===== config.mk =====
export PLATFORM = sky130hd
export DESIGN_NAME = text_term_ctrl
export DESIGN_NICKNAME = d
export VERILOG_FILES = /design/src/rtl/text_term_ctrl.sv
export SDC_FILE = /design/constraint.sdc
export NUM_CORES = 1
export LEC_CHECK = 0
export BUFFER_PORTS_ARGS = -buffer_cell sky130_fd_sc_hd__buf_2
export CORE_MARGIN = 2
export CORE_UTILIZATION = 50
export DETAILED_ROUTE_END_ITERATION = 12
export HOLD_SLACK_MARGIN = 0.15
export PLACE_DENSITY = 0.72
export SYNTH_ARGS = -nofsm -noshare
export SYNTH_HDL_FRONTEND = slang
export SYNTH_SLANG_ARGS = --single-unit

===== constraint.sdc =====
create_clock -name clk -period 7.1 [get_ports clk]
set_input_delay 0.355 -clock clk [delete_from_list [all_inputs] [get_ports clk]]
set_output_delay 0.355 -clock clk [all_outputs]
set_load 0.05 [all_outputs]

===== src/rtl/text_term_ctrl.sv =====
// Keyboard-side terminal controller: tracks a row/column cursor and writes characters into the VGA character RAM.
// Optional cursor blink is compiled in with `define CURSOR_BLINK_EN.
module text_term_ctrl #(
    parameter int COLS      = 71,
    parameter int ROWS      = 30,
    parameter int BLINK_DIV = 12500000
) (
    input  logic        clk,
    input  logic        reset,
    input  logic        key_valid,
    input  logic [7:0]  key_ascii,
    output logic        key_ready,
    output logic        we,
    output logic [11:0] waddr,
    output logic [7:0]  wdata,
    output logic [11:0] cur
);
    localparam int              CW        = $clog2(COLS);
    localparam int              RW        = $clog2(ROWS);
    localparam logic [11:0]     LAST_ADDR = 12'(COLS * ROWS - 1);
    localparam logic [CW-1:0]   COL_MAX   = CW'(COLS - 1);
    localparam logic [RW-1:0]   ROW_MAX   = RW'(ROWS - 1);
    localparam logic [7:0]      SPACE     = 8'h20;

    if (BLINK_DIV < 1 || COLS * ROWS > 4096) begin : g_bad_params
        $error("text_term_ctrl: BLINK_DIV must be >= 1 and the screen must fit a 12-bit address");
    end

    typedef enum logic {S_CLEAR, S_IDLE} state_e;
    typedef enum logic [2:0] {K_IGNORE, K_PRINT, K_BS, K_ENTER, K_FF} key_e;

    function automatic logic [11:0] cell_addr(input logic [RW-1:0] r, input logic [CW-1:0] c);
        return 12'(r) * 12'(COLS) + 12'(c);
    endfunction

    state_e        state_q, state_d;
    logic [RW-1:0] row_q, row_d;
    logic [CW-1:0] col_q, col_d;
    logic [11:0]   clr_cnt_q, clr_cnt_d;
    logic          we_q, we_d;
    logic [11:0]   waddr_q, waddr_d;
    logic [7:0]    wdata_q, wdata_d;
    logic [11:0]   cur_q, cur_d;
    logic          key_ready_q, key_ready_d;

    key_e          key_kind;
    logic          accept;
    logic [11:0]   cur_addr, next_addr;

    // key_ready_q is only ever set while IDLE, so it alone qualifies acceptance.
    assign accept    = key_valid && key_ready_q;
    assign cur_addr  = cell_addr(row_q, col_q);
    assign next_addr = cell_addr(row_d, col_d);

    always_comb begin
        key_kind = K_IGNORE;
        if (key_ascii >= 8'h20 && key_ascii <= 8'h7E) key_kind = K_PRINT;
        else if (key_ascii == 8'h08)                   key_kind = K_BS;
        else if (key_ascii == 8'h0D)                   key_kind = K_ENTER;
        else if (key_ascii == 8'h0C)                   key_kind = K_FF;
    end

    // State register
    always_ff @(posedge clk) begin
        // NOTE: sequential state uses non-blocking assignments so every register samples pre-edge values.
        if (reset) begin
            state_q     <= S_CLEAR;
            row_q       <= '0;
            col_q       <= '0;
            clr_cnt_q   <= '0;
            we_q        <= 1'b0;
            waddr_q     <= '0;
            wdata_q     <= SPACE;
            cur_q       <= '0;
            key_ready_q <= 1'b0;
        end else begin
            state_q     <= state_d;
            row_q       <= row_d;
            col_q       <= col_d;
            clr_cnt_q   <= clr_cnt_d;
            we_q        <= we_d;
            waddr_q     <= waddr_d;
            wdata_q     <= wdata_d;
            cur_q       <= cur_d;
            key_ready_q <= key_ready_d;
        end
    end

    // Next-state logic
    always_comb begin
        // NOTE: every comb output gets a default first so no path can infer a latch.
        state_d   = state_q;
        row_d     = row_q;
        col_d     = col_q;
        clr_cnt_d = clr_cnt_q;
        unique case (state_q)
            S_CLEAR: begin
                clr_cnt_d = clr_cnt_q + 12'd1;
                if (clr_cnt_q == LAST_ADDR) begin
                    state_d   = S_IDLE;
                    clr_cnt_d = '0;
                    row_d     = '0;
                    col_d     = '0;
                end
            end
            S_IDLE: begin
                if (accept) begin
                    unique case (key_kind)
                        K_PRINT: begin
                            if (cur_addr == LAST_ADDR) begin
                                state_d = S_CLEAR;
                            end else if (col_q == COL_MAX) begin
                                col_d = '0;
                                row_d = row_q + RW'(1);
                            end else begin
                                col_d = col_q + CW'(1);
                            end
                        end
                        K_BS: begin
                            if (cur_addr != 12'd0) begin
                                if (col_q == '0) begin
                                    col_d = COL_MAX;
                                    row_d = row_q - RW'(1);
                                end else begin
                                    col_d = col_q - CW'(1);
                                end
                            end
                        end
                        K_ENTER: begin
                            if (row_q == ROW_MAX) begin
                                state_d = S_CLEAR;
                            end else begin
                                col_d = '0;
                                row_d = row_q + RW'(1);
                            end
                        end
                        K_FF:     state_d = S_CLEAR;
                        default:  ;
                    endcase
                    if (state_d == S_CLEAR) begin
                        row_d     = '0;
                        col_d     = '0;
                        clr_cnt_d = '0;
                    end
                end
            end
            default: state_d = S_CLEAR;
        endcase
    end

`ifdef CURSOR_BLINK_EN
    localparam int           BW         = $clog2(BLINK_DIV + 1);
    localparam logic [BW-1:0] BLINK_LAST = BW'(BLINK_DIV - 1);

    logic [BW-1:0] blink_cnt_q, blink_cnt_d;
    logic          blink_on_q, blink_on_d;

    always_ff @(posedge clk) begin
        if (reset) begin
            blink_cnt_q <= '0;
            blink_on_q  <= 1'b1;
        end else begin
            blink_cnt_q <= blink_cnt_d;
            blink_on_q  <= blink_on_d;
        end
    end

    // Typing restarts the blink in the visible phase.
    always_comb begin
        blink_cnt_d = blink_cnt_q + BW'(1);
        blink_on_d  = blink_on_q;
        if (accept) begin
            blink_cnt_d = '0;
            blink_on_d  = 1'b1;
        end else if (blink_cnt_q == BLINK_LAST) begin
            blink_cnt_d = '0;
            blink_on_d  = ~blink_on_q;
        end
    end
`endif

    // Output logic: all ports are registered, this computes their next values.
    always_comb begin
        we_d        = 1'b0;
        waddr_d     = waddr_q;
        wdata_d     = wdata_q;
        key_ready_d = (state_q == S_IDLE) && (state_d == S_IDLE);
`ifdef CURSOR_BLINK_EN
        cur_d       = (state_d == S_CLEAR) ? 12'd0 : (blink_on_d ? next_addr : 12'hFFF);
`else
        cur_d       = (state_d == S_CLEAR) ? 12'd0 : next_addr;
`endif
        if (state_q == S_CLEAR) begin
            we_d    = 1'b1;
            waddr_d = clr_cnt_q;
            wdata_d = SPACE;
        end else if (accept && key_kind == K_PRINT) begin
            we_d    = 1'b1;
            waddr_d = cur_addr;
            wdata_d = key_ascii;
        end else if (accept && key_kind == K_BS && cur_addr != 12'd0) begin
            we_d    = 1'b1;
            waddr_d = cur_addr - 12'd1;
            wdata_d = SPACE;
        end
    end

    assign key_ready = key_ready_q;
    assign we        = we_q;
    assign waddr     = waddr_q;
    assign wdata     = wdata_q;
    assign cur       = cur_q;
endmodule


==> results.yml, run 1 <==
status:
  result_of_the_run: "finished with violations"
  violations_in_the_final_reports: "setup timing"
power_and_ir_drop:
  static-leakage-power_nw: 3.149
  power_per_cell_area_mw_per_mm2: 101.9
  ir_drop_mv: 0.07517
  total_power_w: 0.0006992
timing:
  final_critical_path_setup_slack_ns: -0.1721
  fin_skew_ns: 0.01220
  number_of_hold_slack_violations_in_the_final_timing_report: 0
  max_freq_mhz: 137.5
  tightest_slew_ns: 1.084
  worst_slew_margin_relative_to_its_limit_pct: 27.71
  rsz_0062_raised_after_global_routing: "true"
  setup_violations: 4
  totalNegativeSetupSlack_ns: -0.2205
  drv_slew: 0
  period_needed_ns: 7.272
  fin_crit_sh_pct: 102.4
  fin_worst_hold_slack_ns: 0.3056
critical_path:
  crit_path_start_kind: "flip-flop"
  critical_path_required_ns: 7.39
  critical_path_peak_fanout: 6
  cpLargestDelayFamily: "adder cells"
  r2r_start: "row_q[2]"
  element_type_at_the_critical_path_end: "flip-flop"
  worst_setup_path_startpoint: "row_q[2]"
  crit_buf_inv: 4
  critical-path-max-stage-delay_ns: 0.56
  crit_type: "reg -> reg"
  critical-path-top-cell-by-count: "sky130_fd_sc_hd__fa_1"
  critical_path_arrival_ns: 7.56
  critical_path.slowest_cell: "sky130_fd_sc_hd__fa_1"
yosys:
  yosys.cell_types.count: 88
  synth.avg_cell_area_um2: 8.121
  mappedNetlistArea_mm2: 0.005376
  synth_area_leader_cell: "sky130_fd_sc_hd__dfxtp_1"
  yosys.area_share.simple_pct: 23.83
  yosysTopAreaCellShare_pct: 21.97
  synthTopCellsByCount: "sky130_fd_sc_hd__nor2_1, sky130_fd_sc_hd__dfxtp_1, sky130_fd_sc_hd__nand2_1, sky130_fd_sc_hd__ha_1, sky130_fd_sc_hd__inv_1"
  post_synthesis_compound_gate_area_fraction_pct: 24.78
  ys_ff_latch: 59
  synth_adder_area_share_pct: 19.18
  synth-async-reset-ratio_pct: 0
  most_common_cell_in_the_synthesized_netlist: "sky130_fd_sc_hd__nor2_1"
  synth.yosys.seq_area_share_pct: 21.97
  dominant_combinational_cell_family_by_area_after_synthesis: "compound AO/OA/AOI/OAI gates"
  synth.top_cells.by_area: "sky130_fd_sc_hd__dfxtp_1, sky130_fd_sc_hd__ha_1, sky130_fd_sc_hd__fa_1"
  synth_cells: 662
  yosys_warn_count: 0
  synth-edff-count: 0
  synth_fp_nets: 744
  yosys-mux-area-fraction_pct: 0.9309
  synth-main-ff-cell: "sky130_fd_sc_hd__dfxtp_1"
  yosys.area_share.xor_xnor_pct: 2.606
cts:
  cts_tree: "built"
  clock_tree.htree_level_count: 3
  cts.clk_slew.worst_paths_ns: 0.08
  cts_hold_repair.buffers: 0
  cell_at_the_root_of_the_clock_tree: "sky130_fd_sc_hd__clkbuf_8"
  clock_sink_count: 59
  cts.path.max_buffers: 2
  tritoncts.num_buffers: 9
  clk-insertion-delay-late_ns: 0.35
floorplan:
  die_h_um: 107.7
  std_cell_rows: 37
  initial_core_util_pct: 51.85
  io_pins: 45
  core_mm2: 0.01037
  chipWidth_um: 107.7
  die-area_mm2: 0.01160
global_routing:
  gr-total-overflow: 0
  grt_start_max_net_pins: 37
  grt_pass1_vias: 5436
  first_pass_grt_wire_length_um: 27610
  antenna_found_initial: 0
  groute.usage.overall_pct: 30.64
route:
  drtPass1Iterations: 6
  wl_per_instance_um: 18.69
  drt_iter0_markers: 576
  routed_wl_um: 17470
  viasPerCell: 6.113
  drt.antenna.violating_nets: 0
  vias: 5716
  detail_route.drc_violations: 0
cells_and_area:
  final_core_utilization_pct: 66.19
  syn_to_final_growth_pct: 27.67
  fraction_of_final_layout_cells_sized_beyond_drive_strength_1_pct: 30.41
  antenna_cells_inserted: 0
  fin_area_mm2: 0.006864
  num-nets-final: 876
placement:
  routabilityCongestion: 1.011
  dpl-instance-area_mm2: 0.006460
  io_buffer_count: 44
  place.detailed.hpwl_um: 13400
flow_run:
  maxCapViolations: 0
hold_path:
  timing.hold.worst.start: "key_ascii[5]"
  min-delay-path-class: "in -> reg"
-- kinds of logic after synthesis --
logic type	Yosys count
AO/OA/AOI/OAI	184
XOR/XNOR	16
adder cells (fa/ha/maj)	71
buffers and inverters	83
flip-flops	59
multiplexers	5
AND/OR/NAND/NOR	244
-- cell type report --
cell class / instances / area [µm²]
Sequential cell: 59 / 1187
Tap cell: 136 / 170.2
Fill cell: 855 / 3506
Clock buffer: 10 / 137.6
Multi-Input combinational cell: 521 / 4075
Timing Repair Buffer: 149 / 1021
Inverter: 54 / 207.7
Clock inverter: 6 / 65.06
-- worst reg2reg max path: cells and delay by family (launching register included) --
family / cells / cell delay [ns]
fa+ha+maj: 8 / 3.63
mux: 1 / 0.14
flops: 1 / 0.36
compound gates: 10 / 1.73
buf+inv: 4 / 0.20
simple gates: 5 / 1.16
-- sequential cells by signal (all words and copies together) (netlist names) --
register	flops
key_ready	1
state_q	1
clr_cnt_q	12
row_q	5
waddr	12
col_q	7
we	1
cur	12
wdata	8
-- power by group --
group	switching (W)	leakage [nW]	total [W]	internal [W]
Clock	0.000151	0.102	0.000323	0.000172
Combinational	0.0000280	2.57	0.0000412	0.0000133
Sequential	0.00000249	0.478	0.000335	0.000333
Total	0.000181	3.15	0.000699	0.000518
-- cells in the final DEF, fill, tap and decap left out, types with 7 or more instances in the layout --
master / instances
sky130_fd_sc_hd__nand2_1: 56
sky130_fd_sc_hd__buf_2: 44
sky130_fd_sc_hd__nor2_1: 56
sky130_fd_sc_hd__and3_1: 15
sky130_fd_sc_hd__nand4_1: 9
sky130_fd_sc_hd__a31oi_1: 9
sky130_fd_sc_hd__xnor2_1: 11
sky130_fd_sc_hd__a21o_1: 7
sky130_fd_sc_hd__ha_1: 49
sky130_fd_sc_hd__inv_1: 47
sky130_fd_sc_hd__clkbuf_8: 10
sky130_fd_sc_hd__a22oi_1: 12
sky130_fd_sc_hd__o211ai_1: 12
sky130_fd_sc_hd__and2_1: 8
sky130_fd_sc_hd__nor3_1: 12
sky130_fd_sc_hd__a21oi_1: 34
sky130_fd_sc_hd__nand3_1: 22
sky130_fd_sc_hd__nand3b_1: 7
sky130_fd_sc_hd__fa_1: 17
sky130_fd_sc_hd__dfxtp_1: 56
sky130_fd_sc_hd__o21ai_0: 29
sky130_fd_sc_hd__buf_4: 104
-- stage by stage --
| stage | setup slack, ns | instances |
|---|---|---|
| floorplan | 0.002056 | 662 |
| global placement | -0.1247 | 909 |
| detailed placement | -0.2514 | 909 |
| CTS | -0.1244 | 928 |
| global route | -0.4564 | 935 |
| finish | -0.1721 | 935 |
-- layer usage --
metal | global-route usage (%) | vias up | routed length, µm
met5 | 0 | - | 0
met4 | 12.27 | 0 | 505
met3 | 4.903 | 47 | 1183
met2 | 50.58 | 254 | 8343
met1 | 39.82 | 2748 | 7439
li1 | - | 2667 | -
-- final timing paths --
path	end	slack (ns)	depth (start not counted)
worst max-delay path	cur[10]	-0.17	28
worst min-delay path	wdata[5]	0.31	3
worst max register to register	cur[10]	-0.17	28
worst min register to register	wdata[7]	0.48	1
-- repair_timing --
item                                    in CTS  in global routing
endpoints found under the setup margin       4                  6
gates cloned                                 0                  1
resized for setup                           15                 12
pin swaps                                    5                 14
setup buffers                                3                  6
(Power assumes the default switching activity.)
==> run 2: changes to the inputs <==
--- a/config.mk
+++ b/config.mk
@@ -11,6 +11,7 @@
 export DETAILED_ROUTE_END_ITERATION = 12
 export HOLD_SLACK_MARGIN = 0.15
 export PLACE_DENSITY = 0.72
+export SKIP_CTS_REPAIR_TIMING = 1
 export SYNTH_ARGS = -nofsm -noshare
 export SYNTH_HDL_FRONTEND = slang
 export SYNTH_SLANG_ARGS = --single-unit
==> run 2 against run 1 <==
Net effect: the flow still finishes with violations (setup timing); sequential power barely moved; critical path depth rose by 1; total power barely moved; routed wire length rose by 0.65%; combinational power rose by 1%; hold slack got worse by 0.0051 ns; critical path type unchanged; highest routed layer unchanged.
==> results.yml, run 2 (synthesis results as in run 1) <==
placement:
  dp_slack_ns: -0.2514
  io_buffer_count: 44
  placed_cells: 909
  place.detailed.hpwl_um: 13400
  routabilityCongestion: 1.011
critical_path:
  critical_path_peak_fanout: 6
  crit_type: "reg -> reg"
  timing.rr.end: "cur[10]"
  rrSetupSlack_ns: -0.22
  critical_path.slowest_cell: "sky130_fd_sc_hd__fa_1"
  critical_path_arrival_ns: 7.62
  element_type_at_the_critical_path_end: "flip-flop"
  critical_path.endpoint: "cur[10]"
  crit_path_start_kind: "flip-flop"
  critical-path-max-stage-delay_ns: 0.56
  critical-path-top-cell-by-count: "sky130_fd_sc_hd__fa_1"
  r2r_cells: 29
  worst_setup_path_startpoint: "row_q[2]"
  r2r_start: "row_q[2]"
  critical_path_required_ns: 7.39
cells_and_area:
  final_core_utilization_pct: 67.95
  fraction_of_final_layout_cells_sized_beyond_drive_strength_1_pct: 32.33
  num-nets-final: 878
  finish.cell_count_without_fillers: 937
  syn_to_final_growth_pct: 31.07
  layout_common_cells: "sky130_fd_sc_hd__buf_4, sky130_fd_sc_hd__nand2_1, sky130_fd_sc_hd__nor2_1, sky130_fd_sc_hd__dfxtp_1"
  most_common_cell_after_layout_fill_and_taps_aside: "sky130_fd_sc_hd__buf_4"
  antenna_cells_inserted: 0
  filler_cell_count: 842
flow_run:
  maxCapViolations: 0
cts:
  cts.path.max_buffers: 2
  tritoncts.num_buffers: 9
  cell_at_the_root_of_the_clock_tree: "sky130_fd_sc_hd__clkbuf_8"
  cts_tree: "built"
  clk-insertion-delay-late_ns: 0.35
  clock_tree.htree_level_count: 3
  cts.clk_slew.worst_paths_ns: 0.08
  clock_sink_count: 59
timing:
  period_needed_ns: 7.325
  setup_violations: 4
  max_freq_mhz: 136.5
  tightest_slew_ns: 1.064
  final_critical_path_setup_slack_ns: -0.2247
  totalNegativeSetupSlack_ns: -0.4408
  worst_slew_margin_relative_to_its_limit_pct: 29.08
  rsz_0062_raised_after_global_routing: "true"
  drv_slew: 0
  fin_skew_ns: 0.01298
  number_of_hold_slack_violations_in_the_final_timing_report: 0
  fin_crit_sh_pct: 103.2
status:
  result_of_the_run: "finished with violations"
  violations_in_the_final_reports: "setup timing"
hold_path:
  min-delay-path-class: "in -> reg"
floorplan:
  chipWidth_um: 107.7
  initial_core_util_pct: 51.85
  io_pins: 45
  core_mm2: 0.01037
  std_cell_rows: 37
  die-area_mm2: 0.01160
  die_h_um: 107.7
global_routing:
  groute.usage.overall_pct: 30.34
  grt_pass1_vias: 5361
  first_pass_grt_wire_length_um: 27340
  grt_start_max_net_pins: 37
  gr-total-overflow: 0
  antenna_found_initial: 0
route:
  vias: 5640
  drtPass1Iterations: 7
  drt.antenna.violating_nets: 0
  wl_per_instance_um: 18.77
  routed_wl_um: 17590
  detail_route.drc_violations: 0
  viasPerCell: 6.019
  drt_iter0_markers: 624
power_and_ir_drop:
  ir_drop_mv: 0.07766
  power_per_cell_area_mw_per_mm2: 99.26
  static-leakage-power_nw: 3.172
==> run 2: final cells by class <==
| type | instances | area (µm²) | share of cell area, % |
|---|---|---|---|
| clock buffers | 10 | 137.6 | 1.953 |
| repair buffers | 151 | 1047 | 14.86 |
| flip-flops and latches | 59 | 1189 | 16.87 |
| well taps | 136 | 170.2 | 2.415 |
| clock inverters | 6 | 65.06 | 0.9233 |
| multi-input cells | 521 | 4230 | 60.03 |
| inverters | 54 | 207.7 | 2.947 |
==> run 2: through the flow <==
stage | hold WS [ns] | area [µm²] | total power (W)
global route | 0.3083 | 7047 | 0.0007235
floorplan | 0.4547 | 5494 | 0.0003676
finish | 0.3005 | 7047 | 0.0006995
global placement | 0.4614 | 6460 | 0.0003820
CTS | 0.2947 | 6663 | 0.0007002
detailed placement | 0.4715 | 6460 | 0.0003825
==> run 2: worst min-delay path by stage <==
stage	from	endpoint	slack [ns]	depth (start not counted)
floorplan	clr_cnt_q[11]	waddr[11]	0.45	2
global placement	wdata[7]	wdata[7]	0.46	1
detailed placement	wdata[7]	wdata[7]	0.47	1
CTS	key_ascii[5]	wdata[5]	0.29	3
global route	key_ascii[1]	wdata[1]	0.31	3
finish	key_ascii[5]	wdata[5]	0.30	3
==> run 2: metal layers <==
| metal | wire length (µm) | global-route usage [%] | share of wire (%) |
|---|---|---|---|
| met5 | 0 | 0 | 0 |
| met4 | 394 | 10.44 | 2.2 |
| met3 | 1268 | 4.479 | 7.2 |
| met2 | 8434 | 50.36 | 48 |
| met1 | 7487 | 40.14 | 43 |
==> run 2: power breakdown <==
part	leakage, nW	total [W]	switching [W]	internal (W)
clock	0.102	0.000323	0.000151	0.000172
sequential	0.479	0.000335	0.00000247	0.000333
combinational	2.59	0.0000416	0.0000282	0.0000134
==> run 2: worst max-delay path: cells and delay by family (launching register included) <==
kind / cells / cell delay, ns
flip-flops: 1 / 0.36
adder cells (fa/ha/maj): 8 / 3.50
AND/OR/NAND/NOR: 4 / 0.94
buffers and inverters: 5 / 0.34
AO/OA/AOI/OAI: 10 / 1.69
multiplexers: 2 / 0.43
